$ cat config.mk
export PLATFORM = sky130hd
export DESIGN_NAME = jt6295_fetch
export DESIGN_NICKNAME = d
export VERILOG_FILES = /design/src/rtl/jt6295_fetch_pkg.sv /design/src/rtl/jt6295_fetch_chptr.sv /design/src/rtl/jt6295_fetch.sv
export SDC_FILE = /design/constraint.sdc
export NUM_CORES = 1
export LEC_CHECK = 0
export ABC_AREA = 1
export CAP_MARGIN = 5
export CORE_AREA = 8 8 167 247
export CTS_CLUSTER_DIAMETER = 120
export CTS_CLUSTER_SIZE = 30
export DETAILED_ROUTE_END_ITERATION = 6
export DIE_AREA = 0 0 175 255
export GPL_TIMING_DRIVEN = 1
export PLACE_DENSITY = 0.77
export SETUP_SLACK_MARGIN = 0.2
export SLEW_MARGIN = 5
export SYNTH_ARGS = -nofsm -noshare
export SYNTH_HDL_FRONTEND = slang
export SYNTH_HIERARCHICAL = 1
export SYNTH_SLANG_ARGS = --single-unit
export TNS_END_PERCENT = 30
$ cat constraint.sdc
create_clock -name clk -period 8 [get_ports clk]
set_input_delay 1.6 -clock clk [delete_from_list [all_inputs] [get_ports clk]]
set_output_delay 1.6 -clock clk [all_outputs]
set_load 0.005 [all_outputs]
$ cat src/rtl/jt6295_fetch_pkg.sv
// jt6295_fetch_pkg: fetch FSM state encodings and nibble ordering shared by the fetcher
package jt6295_fetch_pkg;
  localparam logic [2:0] S_IDLE = 3'd0;
  localparam logic [2:0] S_SCAN = 3'd1;
  localparam logic [2:0] S_REQ  = 3'd2;
  localparam logic [2:0] S_WAIT = 3'd3;
  localparam logic [2:0] S_EMIT = 3'd4;
  localparam logic [2:0] S_NEXT = 3'd5;
  function automatic logic [3:0] pick_nib(input logic [7:0] b, input logic sel);
    return sel ? b[3:0] : b[7:4];
  endfunction
endpackage

$ cat src/rtl/jt6295_fetch_chptr.sv
// jt6295_fetch_chptr: per-channel phrase pointer, end, nibble select, first flag and busy
module jt6295_fetch_chptr #(
  parameter int AW = 18
) (
  input  logic          rst,
  input  logic          clk,
  input  logic          start,
  input  logic          stop,
  input  logic [AW-1:0] start_addr,
  input  logic [AW-1:0] end_addr,
  input  logic          hold,
  input  logic          emit,
  output logic          busy,
  output logic          sel,
  output logic          first,
  output logic [AW-1:0] ptr
);
  logic st_prev, sp_prev, st_pend;
  logic [AW-1:0] end_r, pst_addr, pend_addr;
  wire st_edge = start & ~st_prev;
  wire sp_edge = stop & ~sp_prev;
  // a start landing on the channel under service is parked until the FSM moves on
  always_ff @(posedge clk or posedge rst) begin
    if (rst) begin
      st_prev   <= 1'b0;
      sp_prev   <= 1'b0;
      st_pend   <= 1'b0;
      busy      <= 1'b0;
      sel       <= 1'b0;
      first     <= 1'b0;
      ptr       <= '0;
      end_r     <= '0;
      pst_addr  <= '0;
      pend_addr <= '0;
    end else begin
      st_prev <= start;
      sp_prev <= stop;
      if (st_edge && !hold) begin
        ptr     <= start_addr;
        end_r   <= end_addr;
        sel     <= 1'b0;
        first   <= 1'b1;
        busy    <= 1'b1;
        st_pend <= 1'b0;
      end else if (st_pend && !hold && !sp_edge) begin
        ptr     <= pst_addr;
        end_r   <= pend_addr;
        sel     <= 1'b0;
        first   <= 1'b1;
        busy    <= 1'b1;
        st_pend <= 1'b0;
      end else begin
        if (st_edge) begin
          st_pend   <= 1'b1;
          pst_addr  <= start_addr;
          pend_addr <= end_addr;
        end else if (sp_edge) st_pend <= 1'b0;
        if (sp_edge && !st_edge) busy <= 1'b0;
        else if (emit) begin
          first <= 1'b0;
          sel   <= ~sel;
          if (sel && ptr == end_r) busy <= 1'b0;
          else if (sel) ptr <= ptr + 1'b1;
        end
      end
    end
  end
endmodule

$ cat src/rtl/jt6295_fetch.sv
// jt6295_fetch: round-robin ADPCM ROM fetcher streaming tagged nibbles, one per busy channel per sample
module jt6295_fetch
  import jt6295_fetch_pkg::*;
#(
  parameter int AW  = 18,
  parameter int NCH = 4
) (
  input  logic          rst,
  input  logic          clk,
  input  logic          cen_sr,
  input  logic [3:0]    start,
  input  logic [3:0]    stop,
  input  logic [AW-1:0] start_addr0,
  input  logic [AW-1:0] start_addr1,
  input  logic [AW-1:0] start_addr2,
  input  logic [AW-1:0] start_addr3,
  input  logic [AW-1:0] end_addr0,
  input  logic [AW-1:0] end_addr1,
  input  logic [AW-1:0] end_addr2,
  input  logic [AW-1:0] end_addr3,
  output logic [3:0]    busy,
  output logic [AW-1:0] rom_addr,
  output logic          rom_cs,
  input  logic [7:0]    rom_data,
  input  logic          rom_ok,
  output logic [3:0]    nib,
  output logic [1:0]    nib_ch,
  output logic          nib_vld,
  output logic          nib_first,
  output logic          frame_done,
  output logic          overrun
);
  logic [2:0] state;
  logic [1:0] ch;
  logic pend;
  logic [NCH-1:0] sel, first, hold, emit;
  logic [AW-1:0] ptr [NCH];
  logic [AW-1:0] sa [NCH];
  logic [AW-1:0] ea [NCH];
  logic [7:0] byte_buf [NCH];
  assign sa = '{start_addr0, start_addr1, start_addr2, start_addr3};
  assign ea = '{end_addr0, end_addr1, end_addr2, end_addr3};
  for (genvar i = 0; i < NCH; i++) begin : g_ch
    assign hold[i] = ch == 2'(i) && (state == S_SCAN || state == S_REQ || state == S_WAIT || state == S_EMIT);
    assign emit[i] = hold[i] && state == S_EMIT && busy[i];
    jt6295_fetch_chptr #(.AW(AW)) u_chptr (
      .rst(rst), .clk(clk), .start(start[i]), .stop(stop[i]),
      .start_addr(sa[i]), .end_addr(ea[i]), .hold(hold[i]), .emit(emit[i]),
      .busy(busy[i]), .sel(sel[i]), .first(first[i]), .ptr(ptr[i])
    );
  end
  always_ff @(posedge clk or posedge rst) begin
    if (rst) begin
      state      <= S_IDLE;
      ch         <= 2'd0;
      pend       <= 1'b0;
      overrun    <= 1'b0;
      rom_addr   <= '0;
      rom_cs     <= 1'b0;
      nib        <= 4'd0;
      nib_ch     <= 2'd0;
      nib_vld    <= 1'b0;
      nib_first  <= 1'b0;
      frame_done <= 1'b0;
      for (int k = 0; k < NCH; k++) byte_buf[k] <= 8'd0;
    end else begin
      nib_vld    <= 1'b0;
      frame_done <= 1'b0;
      pend       <= cen_sr | (pend & (state != S_IDLE));
      if (cen_sr && pend) overrun <= 1'b1;
      case (state)
        S_IDLE: if (pend) begin
          ch    <= 2'd0;
          state <= S_SCAN;
        end
        S_SCAN: state <= !busy[ch] ? S_NEXT : sel[ch] ? S_EMIT : S_REQ;
        S_REQ: begin
          rom_addr <= ptr[ch];
          rom_cs   <= 1'b1;
          state    <= S_WAIT;
        end
        // a channel stopped during the read still completes the access but drops the byte
        S_WAIT: if (rom_ok) begin
          rom_cs       <= 1'b0;
          byte_buf[ch] <= rom_data;
          state        <= busy[ch] ? S_EMIT : S_NEXT;
        end
        S_EMIT: begin
          nib_vld   <= busy[ch];
          nib       <= pick_nib(byte_buf[ch], sel[ch]);
          nib_ch    <= ch;
          nib_first <= first[ch];
          state     <= S_NEXT;
        end
        S_NEXT: begin
          frame_done <= ch == 2'd3;
          ch         <= ch + 2'd1;
          state      <= ch == 2'd3 ? S_IDLE : S_SCAN;
        end
        default: state <= S_IDLE;
      endcase
    end
  end
endmodule

==> results.sh <==
export IMPL_vdd_drop_max_mv=0.231
export IMPL_yosysTopAreaCellShare=0.464
export IMPL_die_h_um=255
export IMPL_power_density_nw_per_um2=323
export IMPL_cellLeakagePower_nw=11.2
export IMPL_rr_worst_depth=13
export IMPL_critPathBufInv=6
export IMPL_slowest_stage="inv_1"
export IMPL_critical_path_class="reg -> reg"
export IMPL_dp_hpwl_mm=42.7
export IMPL_use_met3=0.0266
export IMPL_hold_class="reg -> reg"
export IMPL_cts_tree="yes"
export IMPL_ys_warn_count=6
export IMPL_post_cts_resized=0
export IMPL_diodes=0
export IMPL_period_share=0.520
export IMPL_hold_viol_final=0
export IMPL_reg2reg_to="g_ch[0].u_chptr/ptr[7]$_DFFE_PP0P_"
export IMPL_rows=87
export IMPL_grt_pass1_vias=17900
export IMPL_grt_max_degree=79
export IMPL_die_area_um2=44600
export IMPL_grt_usage=0.260
export IMPL_start_util=0.544
export IMPL_tightest_slew_ns=1.12
export IMPL_synth_largest_area_cell="dfrtp_1"
export IMPL_wl_per_cell_um=17.7
export IMPL_vias=18300
export IMPL_min_path_cells=1
export IMPL_postCtsSetupBuffers=0
export IMPL_worstPathArrival_ns=4.58
export IMPL_coreArea_um2=37600
export IMPL_clk_path_buf_depth=3
export IMPL_maxSlewViolCount=0
export IMPL_syn_num_nets=2876
export IMPL_ys_seq_area_frac=0.464
export IMPL_netlist_area_um2=20400
export IMPL_r2r_slack_ns=3.84
export IMPL_ys_types=36
export IMPL_skew_ns=0.0370
export IMPL_cpPeakStageDelay_ns=0.82
export IMPL_syn_avg_cell_area_um2=7.55
export IMPL_die_w_um=175
export IMPL_antenna_found_initial=0
export IMPL_setup_violations=0
export IMPL_drc_errors=0
export IMPL_viasPerCell=5.54
export IMPL_synth_seq_cells=379
export IMPL_finish_utilization=0.612
export IMPL_endpoint_kind="register"
export IMPL_wirelength_mm=58.5
export IMPL_first_pass_iters=6
export IMPL_hold_start="overrun$_DFFE_PP0P_"
export IMPL_r2r_start="state[2]$_DFFE_PP0P_"
export IMPL_maxCapViolCount=0
export IMPL_max_slew_margin_rel=0.249
export IMPL_crit_chain="inv_1 > nor2_4 > inv_1 > a21boi_0 > inv_1 > nand2_1 > buf_4 > nand2_1 > inv_1 > buf_4 > nand2_4 > nand2_1 > nand2_1"
export IMPL_portBuffers=196
export IMPL_gp_congestion=0.938
export IMPL_grt_busiest_layer="met2"
export IMPL_htree_num_levels=1
export IMPL_crit_path_max_fanout=49
export IMPL_cts_root_buf="clkbuf_16"
export IMPL_drt_antenna_violating_nets=0
export IMPL_drt_iter0_markers=1693
export IMPL_gr_usage_met2=0.457
export IMPL_finalCriticalPeriod_ns=4.16
export IMPL_crit_path_start_kind="register"
export IMPL_met1_usage=0.329
export IMPL_clock_latency_ns=0.55
export IMPL_clkSinkCount=379
export IMPL_max_freq_ghz=0.240
export IMPL_layout_nets=2988
export IMPL_worstHoldEndpoint="overrun$_DFFE_PP0P_"
export IMPL_syn2layout_area_growth_pct=12.6
export IMPL_drive_above_1_share=0.0735
export IMPL_pin_count=197
export IMPL_grt_pass1_wl_mm=94.6
export IMPL_synthTopCellsByArea="dfrtp_1 46%, nand2_1 15%, o21ai_0 7.8%, nor2_1 4.6%, nand3_1 4.6%"
export IMPL_hold_buffers=0
export IMPL_cts_clk_slew_worst_paths_ns=0.12
export IMPL_fin_tns_setup_ns=0
export IMPL_path_delay_family="buffers and inverters"
export IMPL_numCtsBuffers=16
export IMPL_grt_overflow=0
export IMPL_synthCells=2704
export IMPL_rsz0062_at_grt="no"
export IMPL_worstPathRequired_ns=8.42
export IMPL_status="complete, no violations"
## registers in the layout, indices dropped and copies added, names as in the netlist
name and count:
g_ch.u_chptr/end_r 72, g_ch.u_chptr/pend_addr 72, g_ch.u_chptr/pst_addr 72, g_ch.u_chptr/ptr 72, byte_buf 32, rom_addr 18
g_ch.u_chptr/busy 4, g_ch.u_chptr/first 4, g_ch.u_chptr/sel 4, g_ch.u_chptr/sp_prev 4, g_ch.u_chptr/st_pend 4, g_ch.u_chptr/st_prev 4
nib 4, state 3, ch 2, nib_ch 2, frame_done 1, nib_first 1
nib_vld 1, overrun 1, pend 1, rom_cs 1
## per-stage QoR
stage | setup slack, ns | hold WS (ns) | area (µm²) | cells | total power [mW]
after detailed placement | 3.46 | 0.448 | 22500 | 3287 | 6.44
after CTS | 3.88 | 0.475 | 23000 | 3305 | 7.44
after global routing | 3.45 | 0.508 | 23000 | 3305 | 8.02
after global placement | 3.56 | 0.442 | 22500 | 3287 | 6.33
final | 3.84 | 0.470 | 23000 | 3305 | 7.42
after floorplan | 4.40 | 0.437 | 20400 | 2704 | 5.34
## synth_stat cells
| cell | count |
|---|---|
| nor3_1 | 7 |
| inv_2 | 27 |
| buf_4 | 8 |
| nand3b_1 | 8 |
| and2_4 | 1 |
| nor2_4 | 5 |
| nor2_1 | 251 |
| o21ai_1 | 41 |
| xor2_1 | 20 |
| nand3_2 | 4 |
| ha_1 | 8 |
| o211ai_1 | 12 |
| a21o_1 | 1 |
| buf_2 | 36 |
| nand3_1 | 187 |
| o22ai_1 | 19 |
| or2_2 | 16 |
| xnor2_1 | 4 |
| a31oi_1 | 9 |
| o21ai_2 | 8 |
| buf_6 | 9 |
| nor2_2 | 16 |
| nor3_4 | 2 |
| dfrtp_1 | 379 |
| buf_1 | 4 |
| clkbuf_1 | 63 |
| o21bai_1 | 5 |
| nand2_1 | 834 |
| nand4_1 | 20 |
| nand2_4 | 12 |
| a21boi_0 | 2 |
| inv_1 | 207 |
| o21ai_0 | 318 |
| and2_1 | 4 |
| mux2_2 | 72 |
| a21oi_1 | 85 |
## cell usage in the layout (no fill, tap or decap), types with 16 or more instances in the layout
master           netlist  final
nand2_1              834    831
dfrtp_1              379    379
o21ai_0              318    318
nor2_1               251    251
inv_1                207    202
clkdlybuf4s50_1        0    196
nand3_1              187    187
a21oi_1               85     85
mux2_2                72     72
o21ai_1               41     41
inv_2                 27     32
xor2_1                20     20
nand4_1               20     20
o22ai_1               19     19
buf_4                  8     18
clkbuf_16              0     17
nor2_2                16     16
or2_2                 16     16
## cells by family (layout without fill, tap and decap cells)
kind of cell | after synthesis | in the layout | synth area share
and+or+nand+nor | 1367 | 1367 | 0.280
AOI/OAI and AO/OA | 500 | 500 | 0.128
DFF | 379 | 379 | 0.464
buffers and inverters | 354 | 466 | 0.0721
muxes | 72 | 72 | 0.0397
xor gates and xnor gates | 24 | 24 | 0.0103
adders and majority gates | 8 | 8 | 0.00490
## cell type report
class,count,area (µm²)
clock buffers,17,425
clock inverters,1,16.3
inverters,234,878
well taps,489,612
flip-flops and latches,379,9480
repair buffers,214,2100
fillers,3458,14600
multi-input cells,1971,9470
## worst max path at each step
| stage | start | end | cells after the start |
|---|---|---|---|
| final | state[2]$_DFFE_PP0P_ | g_ch[0].u_chptr/ptr[7]$_DFFE_PP0P_ | 13 |
| after global routing | state[2]$_DFFE_PP0P_ | g_ch[0].u_chptr/ptr[7]$_DFFE_PP0P_ | 13 |
| after CTS | state[2]$_DFFE_PP0P_ | g_ch[0].u_chptr/ptr[7]$_DFFE_PP0P_ | 13 |
| after detailed placement | stop[0] | g_ch[0].u_chptr/ptr[7]$_DFFE_PP0P_ | 11 |
| after global placement | stop[0] | g_ch[0].u_chptr/ptr[17]$_DFFE_PP0P_ | 11 |
| after floorplan | rst | g_ch[0].u_chptr/busy$_DFFE_PP0P_ | 1 |
## power by group
group          switching (mW)  total, mW  internal, mW
logic                    1.73       2.92          1.19
clock network           0.600      0.989         0.389
registers               0.835       3.51          2.68
total                    3.16       7.42          4.26
## layer usage
layer / up-vias / part of all wire
met5: - / 0
met4: 0 / 0.036
met3: 105 / 0.048
met2: 553 / 0.50
met1: 8716 / 0.41
li1: 8925 / -
Power figures use the tool's default switching activity.
